===== src/rtl/st7735_rx_if.sv =====
// Serial LCD bus (ST7735 style SPI with D/C line) plus decoded receive outputs.
// The serial host drives the master side; the receiver uses the slave side.
interface st7735_rx_if;
  logic       LCD_CS;
  logic       LCD_CLK;
  logic       LCD_MOSI;
  logic       LCD_DC;
  logic [7:0] RX_DATA;
  logic       RX_DC;
  logic       RX_VALID;
  logic [7:0] CMD;
  logic [4:0] PARAM_IDX;
  logic       FRAME_ERR;
  logic [7:0] ERR_COUNT;

  modport master (
    output LCD_CS, LCD_CLK, LCD_MOSI, LCD_DC,
    input  RX_DATA, RX_DC, RX_VALID, CMD, PARAM_IDX, FRAME_ERR, ERR_COUNT
  );

  modport slave (
    input  LCD_CS, LCD_CLK, LCD_MOSI, LCD_DC,
    output RX_DATA, RX_DC, RX_VALID, CMD, PARAM_IDX, FRAME_ERR, ERR_COUNT
  );
endinterface


===== src/rtl/st7735_rx.sv =====
// ST7735 serial byte receiver: oversampled SPI slave with command/parameter tracking.
// Define ST7735_RX_ERRCNT_EN to build the saturating aborted-byte counter on ERR_COUNT.
module st7735_rx #(
  parameter int unsigned SYNC_STAGES = 2,
  parameter int unsigned PARAM_MAX   = 31
) (
  input  logic          SYSTEM_CLK,
  input  logic          RESET_N,
  st7735_rx_if.slave    bus
);

  localparam int unsigned BYTE_W = 8;
  localparam int unsigned IDX_W  = 5;
  localparam int unsigned CNT_W  = 3;
  localparam logic [IDX_W-1:0] IDX_MAX  = IDX_W'(PARAM_MAX);
  localparam logic [CNT_W-1:0] LAST_BIT = CNT_W'(7);

  typedef enum logic {ST_IDLE, ST_SHIFT} state_t;

  logic [SYNC_STAGES-1:0] cs_sync, clk_sync, mosi_sync, dc_sync;
  logic                   clk_d;
  logic                   cs_s, clk_s, mosi_s, dc_s, clk_rise;

  state_t              state, state_n;
  logic [CNT_W-1:0]    bit_cnt, bit_cnt_n;
  logic [BYTE_W-1:0]   shift_reg, shift_reg_n;
  logic [BYTE_W-1:0]   rx_data, rx_data_n;
  logic                rx_dc, rx_dc_n;
  logic                rx_valid, rx_valid_n;
  logic [BYTE_W-1:0]   cmd, cmd_n;
  logic [IDX_W-1:0]    param_idx, param_idx_n;
  logic                frame_err, frame_err_n;

  // Idle-high reset values keep CS and CLK from looking like edges after reset.
  always_ff @(posedge SYSTEM_CLK or negedge RESET_N) begin
    if (!RESET_N) begin
      cs_sync   <= '1;
      clk_sync  <= '1;
      mosi_sync <= '0;
      dc_sync   <= '0;
      clk_d     <= 1'b1;
    end else begin
      cs_sync   <= {cs_sync[SYNC_STAGES-2:0],   bus.LCD_CS};
      clk_sync  <= {clk_sync[SYNC_STAGES-2:0],  bus.LCD_CLK};
      mosi_sync <= {mosi_sync[SYNC_STAGES-2:0], bus.LCD_MOSI};
      dc_sync   <= {dc_sync[SYNC_STAGES-2:0],   bus.LCD_DC};
      clk_d     <= clk_sync[SYNC_STAGES-1];
    end
  end

  assign cs_s     = cs_sync[SYNC_STAGES-1];
  assign clk_s    = clk_sync[SYNC_STAGES-1];
  assign mosi_s   = mosi_sync[SYNC_STAGES-1];
  assign dc_s     = dc_sync[SYNC_STAGES-1];
  assign clk_rise = clk_s & ~clk_d;

  always_ff @(posedge SYSTEM_CLK or negedge RESET_N) begin
    if (!RESET_N) begin
      state     <= ST_IDLE;
      bit_cnt   <= '0;
      shift_reg <= '0;
      rx_data   <= '0;
      rx_dc     <= 1'b0;
      rx_valid  <= 1'b0;
      cmd       <= '0;
      param_idx <= '0;
      frame_err <= 1'b0;
    end else begin
      state     <= state_n;
      bit_cnt   <= bit_cnt_n;
      shift_reg <= shift_reg_n;
      rx_data   <= rx_data_n;
      rx_dc     <= rx_dc_n;
      rx_valid  <= rx_valid_n;
      cmd       <= cmd_n;
      param_idx <= param_idx_n;
      frame_err <= frame_err_n;
    end
  end

  always_comb begin
    state_n     = state;
    bit_cnt_n   = bit_cnt;
    shift_reg_n = shift_reg;
    rx_data_n   = rx_data;
    rx_dc_n     = rx_dc;
    rx_valid_n  = 1'b0;
    cmd_n       = cmd;
    param_idx_n = param_idx;
    frame_err_n = 1'b0;

    // Parameter index advances once the data byte's strobe has been presented.
    if (rx_valid && rx_dc && (param_idx < IDX_MAX)) begin
      param_idx_n = param_idx + IDX_W'(1);
    end

    case (state)
      ST_IDLE: begin
        bit_cnt_n = '0;
        if (!cs_s) begin
          state_n = ST_SHIFT;
        end
      end
      ST_SHIFT: begin
        // An edge seen together with CS rising still counts, so a final bit completes.
        if (clk_rise) begin
          shift_reg_n = {shift_reg[BYTE_W-2:0], mosi_s};
          bit_cnt_n   = bit_cnt + CNT_W'(1);
          if (bit_cnt == LAST_BIT) begin
            rx_data_n  = shift_reg_n;
            rx_dc_n    = dc_s;
            rx_valid_n = 1'b1;
            if (!dc_s) begin
              cmd_n       = shift_reg_n;
              param_idx_n = '0;
            end
          end
        end
        if (cs_s) begin
          frame_err_n = (bit_cnt_n != '0);
          bit_cnt_n   = '0;
          state_n     = ST_IDLE;
        end
      end
      default: begin
        state_n   = ST_IDLE;
        bit_cnt_n = '0;
      end
    endcase
  end

  assign bus.RX_DATA   = rx_data;
  assign bus.RX_DC     = rx_dc;
  assign bus.RX_VALID  = rx_valid;
  assign bus.CMD       = cmd;
  assign bus.PARAM_IDX = param_idx;
  assign bus.FRAME_ERR = frame_err;

`ifdef ST7735_RX_ERRCNT_EN
  logic [BYTE_W-1:0] err_count;

  always_ff @(posedge SYSTEM_CLK or negedge RESET_N) begin
    if (!RESET_N) begin
      err_count <= '0;
    end else if (frame_err && (err_count != '1)) begin
      err_count <= err_count + BYTE_W'(1);
    end
  end

  assign bus.ERR_COUNT = err_count;
`else
  assign bus.ERR_COUNT = '0;
`endif

endmodule


===== src/flat_wrapper.sv =====
// flat-port wrapper written by rule: the top's interface ports become plain ports
module st7735_rx_flat 
#(
  parameter int unsigned SYNC_STAGES = 2,
  parameter int unsigned PARAM_MAX   = 31
)
  (SYSTEM_CLK, RESET_N, bus_LCD_CS, bus_LCD_CLK, bus_LCD_MOSI, bus_LCD_DC, bus_RX_DATA, bus_RX_DC, bus_RX_VALID, bus_CMD, bus_PARAM_IDX, bus_FRAME_ERR, bus_ERR_COUNT);
  st7735_rx_if bus_i ();
  input  logic SYSTEM_CLK;
  input  logic RESET_N;
  input wire logic [$bits(bus_i.LCD_CS)-1:0] bus_LCD_CS;
  input wire logic [$bits(bus_i.LCD_CLK)-1:0] bus_LCD_CLK;
  input wire logic [$bits(bus_i.LCD_MOSI)-1:0] bus_LCD_MOSI;
  input wire logic [$bits(bus_i.LCD_DC)-1:0] bus_LCD_DC;
  output wire logic [$bits(bus_i.RX_DATA)-1:0] bus_RX_DATA;
  output wire logic [$bits(bus_i.RX_DC)-1:0] bus_RX_DC;
  output wire logic [$bits(bus_i.RX_VALID)-1:0] bus_RX_VALID;
  output wire logic [$bits(bus_i.CMD)-1:0] bus_CMD;
  output wire logic [$bits(bus_i.PARAM_IDX)-1:0] bus_PARAM_IDX;
  output wire logic [$bits(bus_i.FRAME_ERR)-1:0] bus_FRAME_ERR;
  output wire logic [$bits(bus_i.ERR_COUNT)-1:0] bus_ERR_COUNT;
  assign bus_i.LCD_CS = bus_LCD_CS;
  assign bus_i.LCD_CLK = bus_LCD_CLK;
  assign bus_i.LCD_MOSI = bus_LCD_MOSI;
  assign bus_i.LCD_DC = bus_LCD_DC;
  assign bus_RX_DATA = bus_i.RX_DATA;
  assign bus_RX_DC = bus_i.RX_DC;
  assign bus_RX_VALID = bus_i.RX_VALID;
  assign bus_CMD = bus_i.CMD;
  assign bus_PARAM_IDX = bus_i.PARAM_IDX;
  assign bus_FRAME_ERR = bus_i.FRAME_ERR;
  assign bus_ERR_COUNT = bus_i.ERR_COUNT;
  st7735_rx #(.SYNC_STAGES(SYNC_STAGES), .PARAM_MAX(PARAM_MAX)) u_core (.SYSTEM_CLK(SYSTEM_CLK), .RESET_N(RESET_N), .bus(bus_i));
endmodule

===== config.mk =====
export PLATFORM = sky130hd
export DESIGN_NAME = st7735_rx_flat
export DESIGN_NICKNAME = d
export VERILOG_FILES = /design/src/rtl/st7735_rx_if.sv /design/src/rtl/st7735_rx.sv /design/src/flat_wrapper.sv
export SDC_FILE = /design/constraint.sdc
export NUM_CORES = 1
export LEC_CHECK = 0
export CAP_MARGIN = 5
export CORE_UTILIZATION = 45
export DETAILED_ROUTE_END_ITERATION = 7
export PLACE_DENSITY = 0.87
export SETUP_SLACK_MARGIN = 0.2
export SLEW_MARGIN = 20
export SYNTH_ARGS = -nofsm -noshare
export SYNTH_HDL_FRONTEND = slang
export SYNTH_SLANG_ARGS = --single-unit

===== constraint.sdc =====
create_clock -name SYSTEM_CLK -period 1.6 [get_ports SYSTEM_CLK]
set_input_delay 0.16 -clock SYSTEM_CLK [delete_from_list [all_inputs] [get_ports SYSTEM_CLK]]
set_output_delay 0.16 -clock SYSTEM_CLK [all_outputs]
set_load 0.03 [all_outputs]

# Word level (Yosys, flattened, before mapping)
# Cells that the tools add are included.
word_totals:
  wordCells: 43
  regBits: 44
  inputBits: 6
  out_inout_bits: 32
op_classes:
  n_addsub: 2
  mux: 15
  eq_ne: 1
  order_cmp: 1
  bitwise_logic: 4
  n_reduce_logical: 6
op_table:
  columns: ["cell", "count"]
  rows:
  - ["5-bit two-way mux", 5]
  - ["3-bit two-way mux", 3]
  - ["1-bit two-way mux", 6]
  - ["3-bit one-hot mux with 2 select lines", 1]
  - ["5-bit by 1-bit adder with 5-bit output, second input constant", 1]
  - ["5-bit less-than comparator, second input constant", 1]
  - ["4-bit AND reduction", 1]
  - ["3-bit by 1-bit adder with 3-bit output, second input constant", 1]
  - ["3-bit == test, second input constant", 1]
  - ["1-bit inverter", 3]
  - ["3-bit AND reduction", 1]
  - ["3-bit nonzero test", 1]
  - ["1-bit logical AND", 2]
  - ["2-bit AND reduction", 1]
  - ["1-bit AND", 1]

# Depth between registers and ports, before layout
logic_depth:
  word_depth: 7
  mapped_depth: 6

# Least setup slack after synthesis
# Ideal clock, no wire load.
synth_timing:
  path_type: "register to register"
  from: "register u_core.bit_cnt[0]"
  to: "register u_core.cmd[2] (netlist: u_core.bus.CMD[2])"
  required_ns: 1.475
  stages_incl_launch_ff: 7
  setup_time_ns: 0.125
  path_slack_ns: 0.026
  t_arrival_ns: 1.449
  n_path_buf: 1
  period_less_slack_ns: 1.574
  path_cell_list: "dfrtp_1 -> ha_1 -> ha_1 -> nand4b_4 -> nor2_4 -> buf_8 -> mux2_2"
synth_between:
  elab_chain_len: 2
synth_lines:
  columns: ["item", "line", "text"]
  rows:
  - ["start: declaration", "st7735_rx.sv:25", "logic [CNT_W-1:0] bit_cnt, bit_cnt_n;"]
  - ["start signal: assignment", "st7735_rx.sv:70", "bit_cnt <= bit_cnt_n;"]
  - ["3-bit == test", "st7735_rx.sv:109", "if (bit_cnt == LAST_BIT) begin"]
  - ["4-bit AND reduction (no line)", null, null]
  - ["end signal: assignment", "st7735_rx.sv:75", "cmd <= cmd_n;"]
  - ["end: declaration", "st7735_rx.sv:30", "logic [BYTE_W-1:0] cmd, cmd_n;"]
# Every way passes these cells.
# A chain may end at the register's enable or synchronous reset.

# Worst setup path in the final report
layout_timing:
  from: "register u_core.bit_cnt[1]"
  to: "register u_core.rx_data[6] (netlist: u_core.bus.RX_DATA[6])"
layout_between:
  elab_chain_len: 2
layout_lines:
  columns: ["item", "line", "text"]
  rows:
  - ["3-bit == test", "st7735_rx.sv:109", null]
  - ["3-bit AND reduction (no line)", null, null]
  - ["end signal: assignment", "st7735_rx.sv:72", "rx_data <= rx_data_n;"]
  - ["end: declaration", "st7735_rx.sv:27", "logic [BYTE_W-1:0] rx_data, rx_data_n;"]
# Every way passes these cells.

==> run metrics <==
run status=complete, no violations; Worst setup SP type=register; vias in the first global route=roughly 1200; Worst R2R Setup Slack=about 0.007 ns; Vias=approximately 1100; cell count after placement=between 200 and 250; area leader, netlist=dfrtp_1; Worst Path Max Fanout=6; Placement Setup Slack=-0.0179 ns; unrepaired setup endpoints after global routing=true; Max Fclk=roughly 0.63 GHz; Synth top area share=a little under three fifths; Routed Antenna Nets=0; clk_skew=approximately 0.0038 ns; mapped cell area=~1800 um^2; routability congestion estimate=0.775; #FFs+latches synth=44; Power, Total=2.17 mW; DP Area=between 2000 and 2500 um^2; Worst-path clk slew=around 0.08 ns; drt first pass iters=4; Post-DP HPWL=roughly 2.3 mm; height of the die=64.6 um; largest net degree at the start of global routing=20; Placement Rows=22; die area=4180 um^2; # setup viols final=0; clock buffer depth=2; Crit. End Element=register; share of the clock period used by the worst path=between 90% and 100%; Synth warnings=0; Root Buffer=clkbuf_8; first-pass GRT wire length=5.40 mm; n_diodes=0; CTS Sinks=44; DRT iter0 DRCs=66; core area=roughly 3700 um^2; Overflow after GRT=0; fin worst setup slack=between 0.006 and 0.007 ns; Tmin final=around 1.6 ns; worst hold stages=1; total wire length=roughly 3.5 mm; Synth Flop Type=dfrtp_1; initial antenna violation count=0; share of layout cells above drive strength 1=around 34%; Mapped Cells=123; VDD IR-drop max=0.000759 V; Hold Vio Cnt, Final=0; Lkg Pwr=between 1 and 1.5 nW; clk_lat worst skew=between 0.2 and 0.3 ns; Max Slew Vio Count=0; TNS Setup=0 ns; die width=approximately 65 um; Max-cap violations=0; post-synthesis cell type count=32; Worst Path Arrival=1.78 ns; PortBufs=29; CTS tree=built; H-tree depth=2; Synth async-reset ratio=between 90% and 100%; hold path start=bus_LCD_CS; vias per cell=about 5.2; Syn Area/Cell=~14 um^2; required time of the critical path=between 1.5 and 2 ns; Hold Path Sink=u_core.cs_sync[0]; pwr dens=approximately 950 nW/um^2; EDFF count, synth=0; Worst R2R End=u_core.bus.RX_DATA[6]; Nets=approximately 180; Final Cell Area=between 2000 and 2500 um^2; type of the worst setup path=register to register; sequential-to-total area share from yosys stat=62.7%; initial core utilization=between 40% and 50%; Crit Reg-Reg Startpoint=u_core.bit_cnt[1]; Total GRT Usage=between 10% and 20%; area delta synth->final=29.4%; WL/cell=around 16 um; leading post-synthesis cells by cell area=dfrtp_1 55%, mux2_2 15%, dfstp_2 7.4%; DRC Markers=0; worst reg2reg path depth=6; Finished Layout Cells=between 200 and 250; CTS Buf Count=5; I/O pin count=38; Worst Hold Class=input port to register
==> timing repair <==
item	CTS	global route
resized for setup	26	8
gates cloned	1	0
hold endpoints to repair	12	0
hold buffers	1	0
setup buffers	3	2
pin swaps	2	2
endpoints found under the setup margin	49	31
==> area by class of cell <==
type	count	area, um^2
well taps	48	60.1
inverters	4	15.0
repair buffers	42	363
clock buffers	6	82.6
clock inverters	2	10.0
flip-flops and latches	44	1110
fillers	291	1430
multi-input cells	71	647
==> cell usage after synthesis (2+ instances only) <==
| library cell | n |
|---|---|
| a31oi_1 | 2 |
| nand2_1 | 3 |
| nor2_1 | 5 |
| buf_4 | 9 |
| dfrtp_1 | 39 |
| mux2_2 | 23 |
| dfstp_2 | 5 |
| ha_1 | 3 |
| inv_1 | 4 |
| mux2i_1 | 3 |
| a21oi_1 | 2 |
| a311oi_1 | 2 |
| nor3_1 | 2 |
| nand3_1 | 3 |
==> worst max-delay path, stage by stage, from the launching register on <==
cell and delay [ns]:
dfrtp_1 0.38, ha_2 0.21, ha_4 0.14, nand4b_4 0.16
buf_4 0.18, buf_6 0.12, mux2_4 0.29
==> report_power, final <==
part / total (mW) / switching (mW) / internal (mW)
sequential: 1.30 / 0.0898 / 1.21
combinational: 0.173 / 0.0851 / 0.0874
clock: 0.705 / 0.360 / 0.344
total: 2.17 / 0.535 / 1.64
==> cells by family (layout without fill, tap and decap cells) <==
group	count (synthesis)	in the layout	synth area share, %
other	1	8	0.212
adder cells (fa/ha/maj)	3	3	2.13
multiplexers	26	26	16.4
flip-flops	44	44	62.7
buffers and inverters	16	54	6.45
AND/OR/NAND/NOR	21	22	7.37
AO/OA/AOI/OAI	11	11	4.25
XOR/XNOR	1	1	0.496
==> per-layer routing <==
layer / routed length, um / vias to the layer above / track usage [%] / share of wire (%)
li1: - / 508 / - / -
met1: 1430 / 570 / 21.1 / 40
met2: 1830 / 43 / 29.7 / 52
met3: 144 / 15 / 4.05 / 4.1
met4: 125 / 0 / 11.7 / 3.5
met5: 0 / - / 0 / 0
==> cells in the final DEF (no fill, tap or decap), drive strengths merged <==
master / synthesis / routed
dfrtp: 39 / 39
dlygate4sd2: 0 / 24
mux2: 23 / 23
buf: 12 / 13
conb: 1 / 8
nor2: 6 / 7
clkbuf: 0 / 6
dfstp: 5 / 5
inv: 4 / 4
clkdlybuf4s50: 0 / 4
nand2: 4 / 4
mux2i: 3 / 3
nand3: 3 / 3
ha: 3 / 3
a21oi: 2 / 2
a31oi: 2 / 2
clkinv: 0 / 2
nor3: 2 / 2
a311oi: 2 / 2
and2b: 1 / 1
xnor2: 1 / 1
nand4b: 1 / 1
and3: 1 / 1
nor3b: 1 / 1
and2: 1 / 1
o21ai: 1 / 1
o21bai: 1 / 1
o22ai: 1 / 1
nor4: 1 / 1
a41oi: 1 / 1
a211oi: 1 / 1
dlygate4sd3: 0 / 1
==> worst max-delay path by stage <==
stage                            startpoint                     to  slack [ns]  cells past startpoint
after CTS                 u_core.bit_cnt[0]      u_core.bus.CMD[7]        0.01                      5
after detailed placement  u_core.bit_cnt[1]      u_core.bus.CMD[7]       -0.02                      5
final                     u_core.bit_cnt[1]  u_core.bus.RX_DATA[6]       0.007                      6
after floorplan           u_core.bit_cnt[0]      u_core.bus.CMD[2]        0.04                      6
after global placement    u_core.bit_cnt[1]      u_core.bus.CMD[7]        0.09                      5
after global routing      u_core.bit_cnt[0]  u_core.bus.RX_DATA[6]       -0.02                      6
==> stage by stage <==
stage	hold slack [ns]	util, %
after global placement	0.0956	57.2
after floorplan	-0.136	-
after CTS	0.269	60.1
final	0.271	61.5
after global routing	0.268	61.5
after detailed placement	0.0994	57.2
Note: power is estimated with default switching activity, not from simulation.
